File: src/rtl/aes444_pkg.sv
// aes444_pkg: shared controller state encoding, data width and default core latency
package aes444_pkg;
  localparam int DW = 64;
  localparam int CORE_LAT_DEF = 11;
  typedef enum logic [2:0] {IDLE, LOAD, START, WAIT, HOLD} state_t;
endpackage

File: src/rtl/aes444_ctrl_if.sv
// aes444_ctrl_if: request (key + plaintext) and ciphertext result handshakes
// master: issues requests and consumes results; slave: the controller
interface aes444_ctrl_if;
  import aes444_pkg::*;
  logic in_valid;
  logic in_ready;
  logic [DW-1:0] in_key;
  logic [DW-1:0] in_text;
  logic out_valid;
  logic out_ready;
  logic [DW-1:0] out_data;
  modport master(output in_valid, in_key, in_text, out_ready, input in_ready, out_valid, out_data);
  modport slave(input in_valid, in_key, in_text, out_ready, output in_ready, out_valid, out_data);
endinterface

File: src/rtl/aes444_ctrl.sv
// aes444_ctrl: sequences one request at a time through an external AES444 core
// Ports: clk, rst (async, active-high, shared with the core); bus (aes444_ctrl_if.slave);
// busy (not IDLE); core_start/core_key/core_text to the core; core_text_out from the core.
// Build option AES444_CTRL_KEYCACHE_EN: skip LOAD when the new key equals the loaded one.
module aes444_ctrl
  import aes444_pkg::*;
#(
  parameter int CORE_LAT = CORE_LAT_DEF
) (
  input  logic          clk,
  input  logic          rst,
  aes444_ctrl_if.slave  bus,
  output logic          busy,
  output logic          core_start,
  output logic [DW-1:0] core_key,
  output logic [DW-1:0] core_text,
  input  logic [DW-1:0] core_text_out
);
  localparam logic [3:0] LAST = 4'(CORE_LAT - 1);
  state_t state, state_n;
  logic [3:0] cnt;
  logic [DW-1:0] key_reg, text_reg;
  logic accept, slot_free, at_end, capture, hit;
  assign accept = bus.in_valid && bus.in_ready;
  assign slot_free = !bus.out_valid || bus.out_ready;
  assign at_end = cnt == LAST;
  assign capture = ((state == WAIT && at_end) || state == HOLD) && slot_free;
  assign bus.in_ready = state == IDLE;
  assign busy = state != IDLE;
  assign core_start = state == START;
  assign core_key = key_reg;
  assign core_text = text_reg;
`ifdef AES444_CTRL_KEYCACHE_EN
  logic key_valid;
  assign hit = key_valid && bus.in_key == key_reg;
  always_ff @(posedge clk or posedge rst)
    if (rst) key_valid <= 1'b0;
    else if (state == LOAD) key_valid <= 1'b1;
`else
  assign hit = 1'b0;
`endif
  always_ff @(posedge clk or posedge rst)
    if (rst) state <= IDLE;
    else state <= state_n;
  always_comb begin
    state_n = state;
    unique case (state)
      IDLE:  state_n = accept ? (hit ? START : LOAD) : IDLE;
      LOAD:  state_n = START;
      START: state_n = WAIT;
      WAIT:  state_n = at_end ? (slot_free ? IDLE : HOLD) : WAIT;
      HOLD:  state_n = slot_free ? IDLE : HOLD;
      default: state_n = IDLE;
    endcase
  end
  // A capture coinciding with out_ready replaces the taken result without a bubble.
  always_ff @(posedge clk or posedge rst)
    if (rst) begin
      cnt <= '0;
      key_reg <= '0;
      text_reg <= '0;
      bus.out_valid <= 1'b0;
      bus.out_data <= '0;
    end else begin
      cnt <= state == WAIT ? cnt + 4'd1 : 4'd0;
      if (accept) begin
        key_reg <= bus.in_key;
        text_reg <= bus.in_text;
      end
      if (capture) bus.out_data <= core_text_out;
      bus.out_valid <= capture || (bus.out_valid && !bus.out_ready);
    end
endmodule

File: src/flat_wrapper.sv
// flat-port wrapper written by rule: the top's interface ports become plain ports
module aes444_ctrl_flat import aes444_pkg::*;
#(
  parameter int CORE_LAT = CORE_LAT_DEF
)
  (clk, rst, busy, core_start, core_key, core_text, core_text_out, bus_in_valid, bus_in_key, bus_in_text, bus_out_ready, bus_in_ready, bus_out_valid, bus_out_data);
  aes444_ctrl_if bus_i ();
  input  logic clk;
  input  logic rst;
  output logic busy;
  output logic core_start;
  output logic [DW-1:0] core_key;
  output logic [DW-1:0] core_text;
  input  logic [DW-1:0] core_text_out;
  input wire logic [$bits(bus_i.in_valid)-1:0] bus_in_valid;
  input wire logic [$bits(bus_i.in_key)-1:0] bus_in_key;
  input wire logic [$bits(bus_i.in_text)-1:0] bus_in_text;
  input wire logic [$bits(bus_i.out_ready)-1:0] bus_out_ready;
  output wire logic [$bits(bus_i.in_ready)-1:0] bus_in_ready;
  output wire logic [$bits(bus_i.out_valid)-1:0] bus_out_valid;
  output wire logic [$bits(bus_i.out_data)-1:0] bus_out_data;
  assign bus_i.in_valid = bus_in_valid;
  assign bus_i.in_key = bus_in_key;
  assign bus_i.in_text = bus_in_text;
  assign bus_i.out_ready = bus_out_ready;
  assign bus_in_ready = bus_i.in_ready;
  assign bus_out_valid = bus_i.out_valid;
  assign bus_out_data = bus_i.out_data;
  aes444_ctrl #(.CORE_LAT(CORE_LAT)) u_core (.clk(clk), .rst(rst), .bus(bus_i), .busy(busy), .core_start(core_start), .core_key(core_key), .core_text(core_text), .core_text_out(core_text_out));
endmodule
File: config.mk
export PLATFORM = sky130hd
export DESIGN_NAME = aes444_ctrl_flat
export DESIGN_NICKNAME = d
export VERILOG_FILES = /design/src/rtl/aes444_pkg.sv /design/src/rtl/aes444_ctrl_if.sv /design/src/rtl/aes444_ctrl.sv /design/src/flat_wrapper.sv
export SDC_FILE = /design/constraint.sdc
export NUM_CORES = 1
export LEC_CHECK = 0
export ABC_AREA = 1
export CAP_MARGIN = 20
export CORE_MARGIN = 2
export CORE_UTILIZATION = 37
export CTS_CLUSTER_SIZE = 40
export DETAILED_ROUTE_END_ITERATION = 8
export PLACE_DENSITY = 0.82
export SETUP_SLACK_MARGIN = 0.1
export SYNTH_ARGS = -nofsm -noshare
export SYNTH_HDL_FRONTEND = slang
export SYNTH_SLANG_ARGS = --single-unit
File: constraint.sdc
create_clock -name clk -period 6.2 [get_ports clk]
set_input_delay 1.24 -clock clk [delete_from_list [all_inputs] [get_ports clk]]
set_output_delay 1.24 -clock clk [all_outputs]
set_load 0.005 [all_outputs]
==> results.md <==
- Gr busiest metal: met2
- Crit path kind: reg -> out
- DR iter-0 viols: 291
- Full die area: 0.0229 mm^2
- Post-synth top area cell: dfrtp_1
- Top cells by area, synth: dfrtp_1 62%, nand2_1 18%, nand3_1 11%
- Met2 Track Usage GR: 37.2%
- CP Launch Type: register
- Resized cells post-CTS: 0
- GRT Residual Overflow: 0
- Antenna Nets Post-Route: 0
- Clock latency on the worst-skew pair: 0.42 ns
- Synth Area in Simple Gates: 31.8%
- CP max-delay cell: clkdlybuf4s50_1
- Final TNS setup: 0 ns
- First-pass GRT wire length: 37.2 mm
- Core Area: 0.0212 mm^2
- Post-Syn Area per Cell: 9.20 um^2
- Routed WL: 24.5 mm
- Row count: 53
- YS warnings: 0
- Crit-path max FO: 36
- CTS buffer count: 17
- Initial core utilization: 38.0%
- Hold Vio Cnt, Final: 0
- Largest net degree at the start of global routing: 155
- Antenna violations before repair: 0
- Status: completed
- IO buf count: 391
- Synth Area in Adders: 0.311%
- Xor/xnor share of the synthesized area: 0.218%
- Worst-Margin Slew: 0.974 ns
- WL/cell: 16.1 um
- DR DRC count: 0
- Layout Area Growth over Synthesis: 56.2%
- # nets final: 1427
- Post-Syn Instances: 874
- CP top delay family: buffers and inverters
- Final Critical Period: 3.25 ns
- Rel. slew slack: 35.0%
- Final Cycle Share: 52.5%
- Total power: 4.25 mW
- Data arrival time of the worst path: 2.01 ns
- Clock slew at reported path FFs: 0.07 ns
- FMAX: 0.307 GHz
- LEAKAGE: 6.01 nW
- Drt pass-1 iters: 5
- Final setup viols: 0
- DP HPWL: 17.4 mm
- Layout cells sized above 1: 4.75%
- Syn_nets: 1072
- Largest family of logic cells by synthesized area: simple AND/OR/NAND/NOR gates
- Die X: 151 um
- Synthesized area: 0.00804 mm^2
- Worst vdd ir: 172 uV
- Root Buffer: clkbuf_16
- Synth Area in Compound Gates: 0.156%
- Hold-fix buffers at CTS: 0
- CP peak stage delay: 0.58 ns
- Post-CTS Setup Bufs: 0
- WP buf/inv: 2
- Vias/cell: 4.77
- Vias in the first global route: 7103
- TritonCTS clock tree: yes
- Total GRT Usage: 20.9%
- WHS: 0.471 ns
- GR Util met1: 23.2%
- Synth top area share: 62.2%
- Die H: 151 um
- Max cap viols: 0
- IO Count: 392
- CTS Buffer Depth: 2
- DR vias: 7243
- Clock skew: 0.0142 ns
- FF+latch count, synth: 200
- H-Tree Level Count: 4
- Grt met3 use: 8.25%
- Hold Crit Class: reg -> reg
- Commonest cells after routing, fill and taps aside: 390 x clkdlybuf4s50_1, 389 x nand2_1, 200 x dfrtp_1
- Pwr Density: 338 mW/mm^2
- Commonest non-fill, non-tap cell in the layout: clkdlybuf4s50_1
- Mux cell area share after synthesis: 0%
- Worst EP required: 4.96 ns
- RSZ-0062 raised after global routing: false
- CP Cell Sequence: nor2_2 > nand2_1 > inv_4 > clkdlybuf4s50_1
- Synth cell types: 23
- Crit end category: output pin
- Sink Count: 200
- GPL Wtd Cong: 0.790
- Antenna Cells: 0
- Seq/Total Area, Yosys: 62.2%
- Final slew viol count: 0
==> path summary, 6_finish.rpt <==
check,from,to,slack (ns),cells past startpoint
setup / recovery,u_core.state[1],bus_in_ready,2.95,4
hold / removal,u_core.core_text[61],u_core.core_text[61],0.47,2
setup reg to reg,u_core.cnt[0],u_core.bus.out_data[41],3.66,10
hold reg to reg,u_core.core_text[61],u_core.core_text[61],0.47,2
max in group asynchronous,rst,u_core.core_key[45],3.61,4
min in group asynchronous,rst,u_core.core_key[60],1.41,3
==> logic make-up (layout without fill, tap and decap cells) <==
group,Yosys count,in the layout
compound gates,2,2
fa+ha+maj,2,2
flops,200,200
buf+inv,70,438
xor+xnor,2,2
simple gates,598,598
==> sequential cells by signal, summed over array words and instances (netlist names) <==
signal and count:
u_core.core_text 64, u_core.bus.out_valid 1, u_core.bus.out_data 64, u_core.cnt 4
u_core.core_key 64, u_core.state 3
==> metal layers <==
| layer | vias up | share of wire, % |
|---|---|---|
| li1 | 3499 | - |
| met1 | 3414 | 36 |
| met2 | 301 | 51 |
| met3 | 29 | 10 |
| met4 | 0 | 1.8 |
| met5 | - | 0 |
==> final cells by class <==
| type | instances | area (um^2) |
|---|---|---|
| fillers | 1823 | 8590 |
| flip-flops and latches | 200 | 5000 |
| repair buffers | 398 | 3990 |
| multi-input cells | 604 | 2620 |
| clock buffers | 18 | 429 |
| well taps | 275 | 344 |
| clock inverters | 14 | 135 |
| inverters | 8 | 36.3 |
==> per-stage QoR <==
stage / instances / instance area (um^2) / utilization [%] / setup slack (ns)
floorplan: 874 / 8040 / - / 2.37
CTS: 1516 / 12500 / 59.3 / 2.90
detailed placement: 1484 / 12000 / 56.6 / 2.90
global route: 1517 / 12600 / 59.4 / 2.80
finish: 1517 / 12600 / 59.4 / 2.95
global placement: 1484 / 12000 / 56.6 / 2.93
==> worst register-to-register path, delay by kind of cell (launching register included) <==
kind / cells / cell delay [ns]
buf+inv: 2 / 0.40
simple gates: 7 / 1.50
fa+ha+maj: 1 / 0.13
flops: 1 / 0.41
==> synth_stat cells (all sizes together) <==
cell type  number
nand2         394
dfrtp         200
nand3         194
buf            49
clkbuf         13
inv             8
nor2            8
ha              2
nor3            2
a21oi           1
o211ai          1
xnor2           1
xor2            1
==> where the power goes <==
group	internal, mW	switching [mW]
clock network	0.535	0.534
registers	1.65	0.192
logic	0.815	0.517
total	3.00	1.24
(Power assumes the default switching activity.)
==> edit: new RTL, config.mk and constraints unchanged <==
Encoding of `state_t`: now one-hot (5 bits for 5 states).
--- a/src/rtl/aes444_pkg.sv
+++ b/src/rtl/aes444_pkg.sv
@@ -2,6 +2,6 @@
 package aes444_pkg;
   localparam int DW = 64;
   localparam int CORE_LAT_DEF = 11;
-  typedef enum logic [2:0] {IDLE, LOAD, START, WAIT, HOLD} state_t;
+  typedef enum logic [4:0] {IDLE = 5'b00001, LOAD = 5'b00010, START = 5'b00100, WAIT = 5'b01000, HOLD = 5'b10000} state_t;
 endpackage
 
Check against the original RTL: no difference found for any inputs over 10 cycles, from zero or initial values and one cycle with rst high; not proved beyond that.
==> edit against the original RTL <==
  * Design area up 1.3%
  * Sequential cell count up 2
  * Global-route usage about the same
  * Non-clock buffer count up 2
  * Critical endpoint is now core_start
  * Cell count up 2.2%
  * Sequential power up 7%
  * Total power up 22%
  * Synthesized cell count up 1.0%
  * Largest power group unchanged
  * Synthesized area down 1.4%
  * Critical path depth unchanged
  * Setup slack better by 0.15 ns
  * Routed wire length up 0.51%
  * Utilization up 1.1 points
  * Highest routed layer unchanged
==> edit: results (changes against the original RTL) <==
run_status: "finished, final reports clean"
fillers: 1690  # -7.3%
clkCellAreaFrac: 0.0598  # +0.0149
finalNetCount: 1457  # +2.1%
synth_cells: 883  # +1.0%
worst_hold_path.endpoint: "u_core.core_text[62]"
grt_usage: 0.209  # about the same
critical_path.max_fanout: 4  # -89%
dpl_cell_area_um2: 11900  # -0.52%
skew_ns: 0.00907  # -0.00511 ns
p_clk_frac: 0.264  # +0.012
detailedRoute.firstIterationViolations: 333  # +14%
final_common_cell: "sky130_fd_sc_hd__nand2_1"
antenna_found_initial: 2  # +2
design_power_total_mw: 5.18  # +22%
compound_cell_area_share_of_the_yosys_netlist: 0.00174  # +0.000180
net-switching-power_mw: 1.59  # +27%
number_of_global_route_vias_before_repair: 7367  # +3.7%
pre_cts_ws_ns: 2.43  # -0.466 ns
synth_adder_area_share: 0.00316  # +0.0000447
synth_top_cells_by_area: "sky130_fd_sc_hd__dfrtp_1 (63%), sky130_fd_sc_hd__nand2_1 (25%), sky130_fd_sc_hd__nand3_1 (4.3%), sky130_fd_sc_hd__buf_6 (2.6%), sky130_fd_sc_hd__buf_2 (1.6%)"
proportion_of_cell_area_occupied_by_multi_input_gates: 0.195  # -0.0139
final.signal_buffer_count: 400  # +0.50%
vdd_drop_max_uv: 287  # +67%
power.sequential.fraction: 0.380  # -0.054
final_instance_count_excl_fillers: 1551  # +2.2%
clock_insertion_delay_worst_skew_ns: 0.49  # +0.07 ns
dpl.hpwl_mm: 17.1  # -1.6%
power.static_leakage_nw: 6.30  # +4.7%
timing.fmax_mhz: 322  # +4.9%
-- edit: cell types whose count changed after synthesis, moves of 6 or more --
cell | before | now
sky130_fd_sc_hd__buf_4 | 7 | 1
sky130_fd_sc_hd__nor2_1 | 6 | 14
sky130_fd_sc_hd__buf_2 | 31 | 25
sky130_fd_sc_hd__clkbuf_1 | 13 | 0
sky130_fd_sc_hd__nand3_1 | 184 | 68
sky130_fd_sc_hd__nand3_2 | 10 | 0
sky130_fd_sc_hd__buf_6 | 5 | 18
sky130_fd_sc_hd__nand2_1 | 390 | 525
sky130_fd_sc_hd__inv_1 | 6 | 12
-- edit: metal layers --
metal	global-route usage	up-vias	wire [µm]
met1	0.243	3417	9110
li1	-	3449	-
met2	0.356	359	12000
met4	0.0792	0	913
met3	0.0724	64	2640
met5	0	-	0
-- edit: tightest hold or removal path: cells and delay by family, from the launching register on --
| family | cells | cell delay (ns) |
|---|---|---|
| simple gates | 2 | 0.11 |
| flops | 1 | 0.34 |
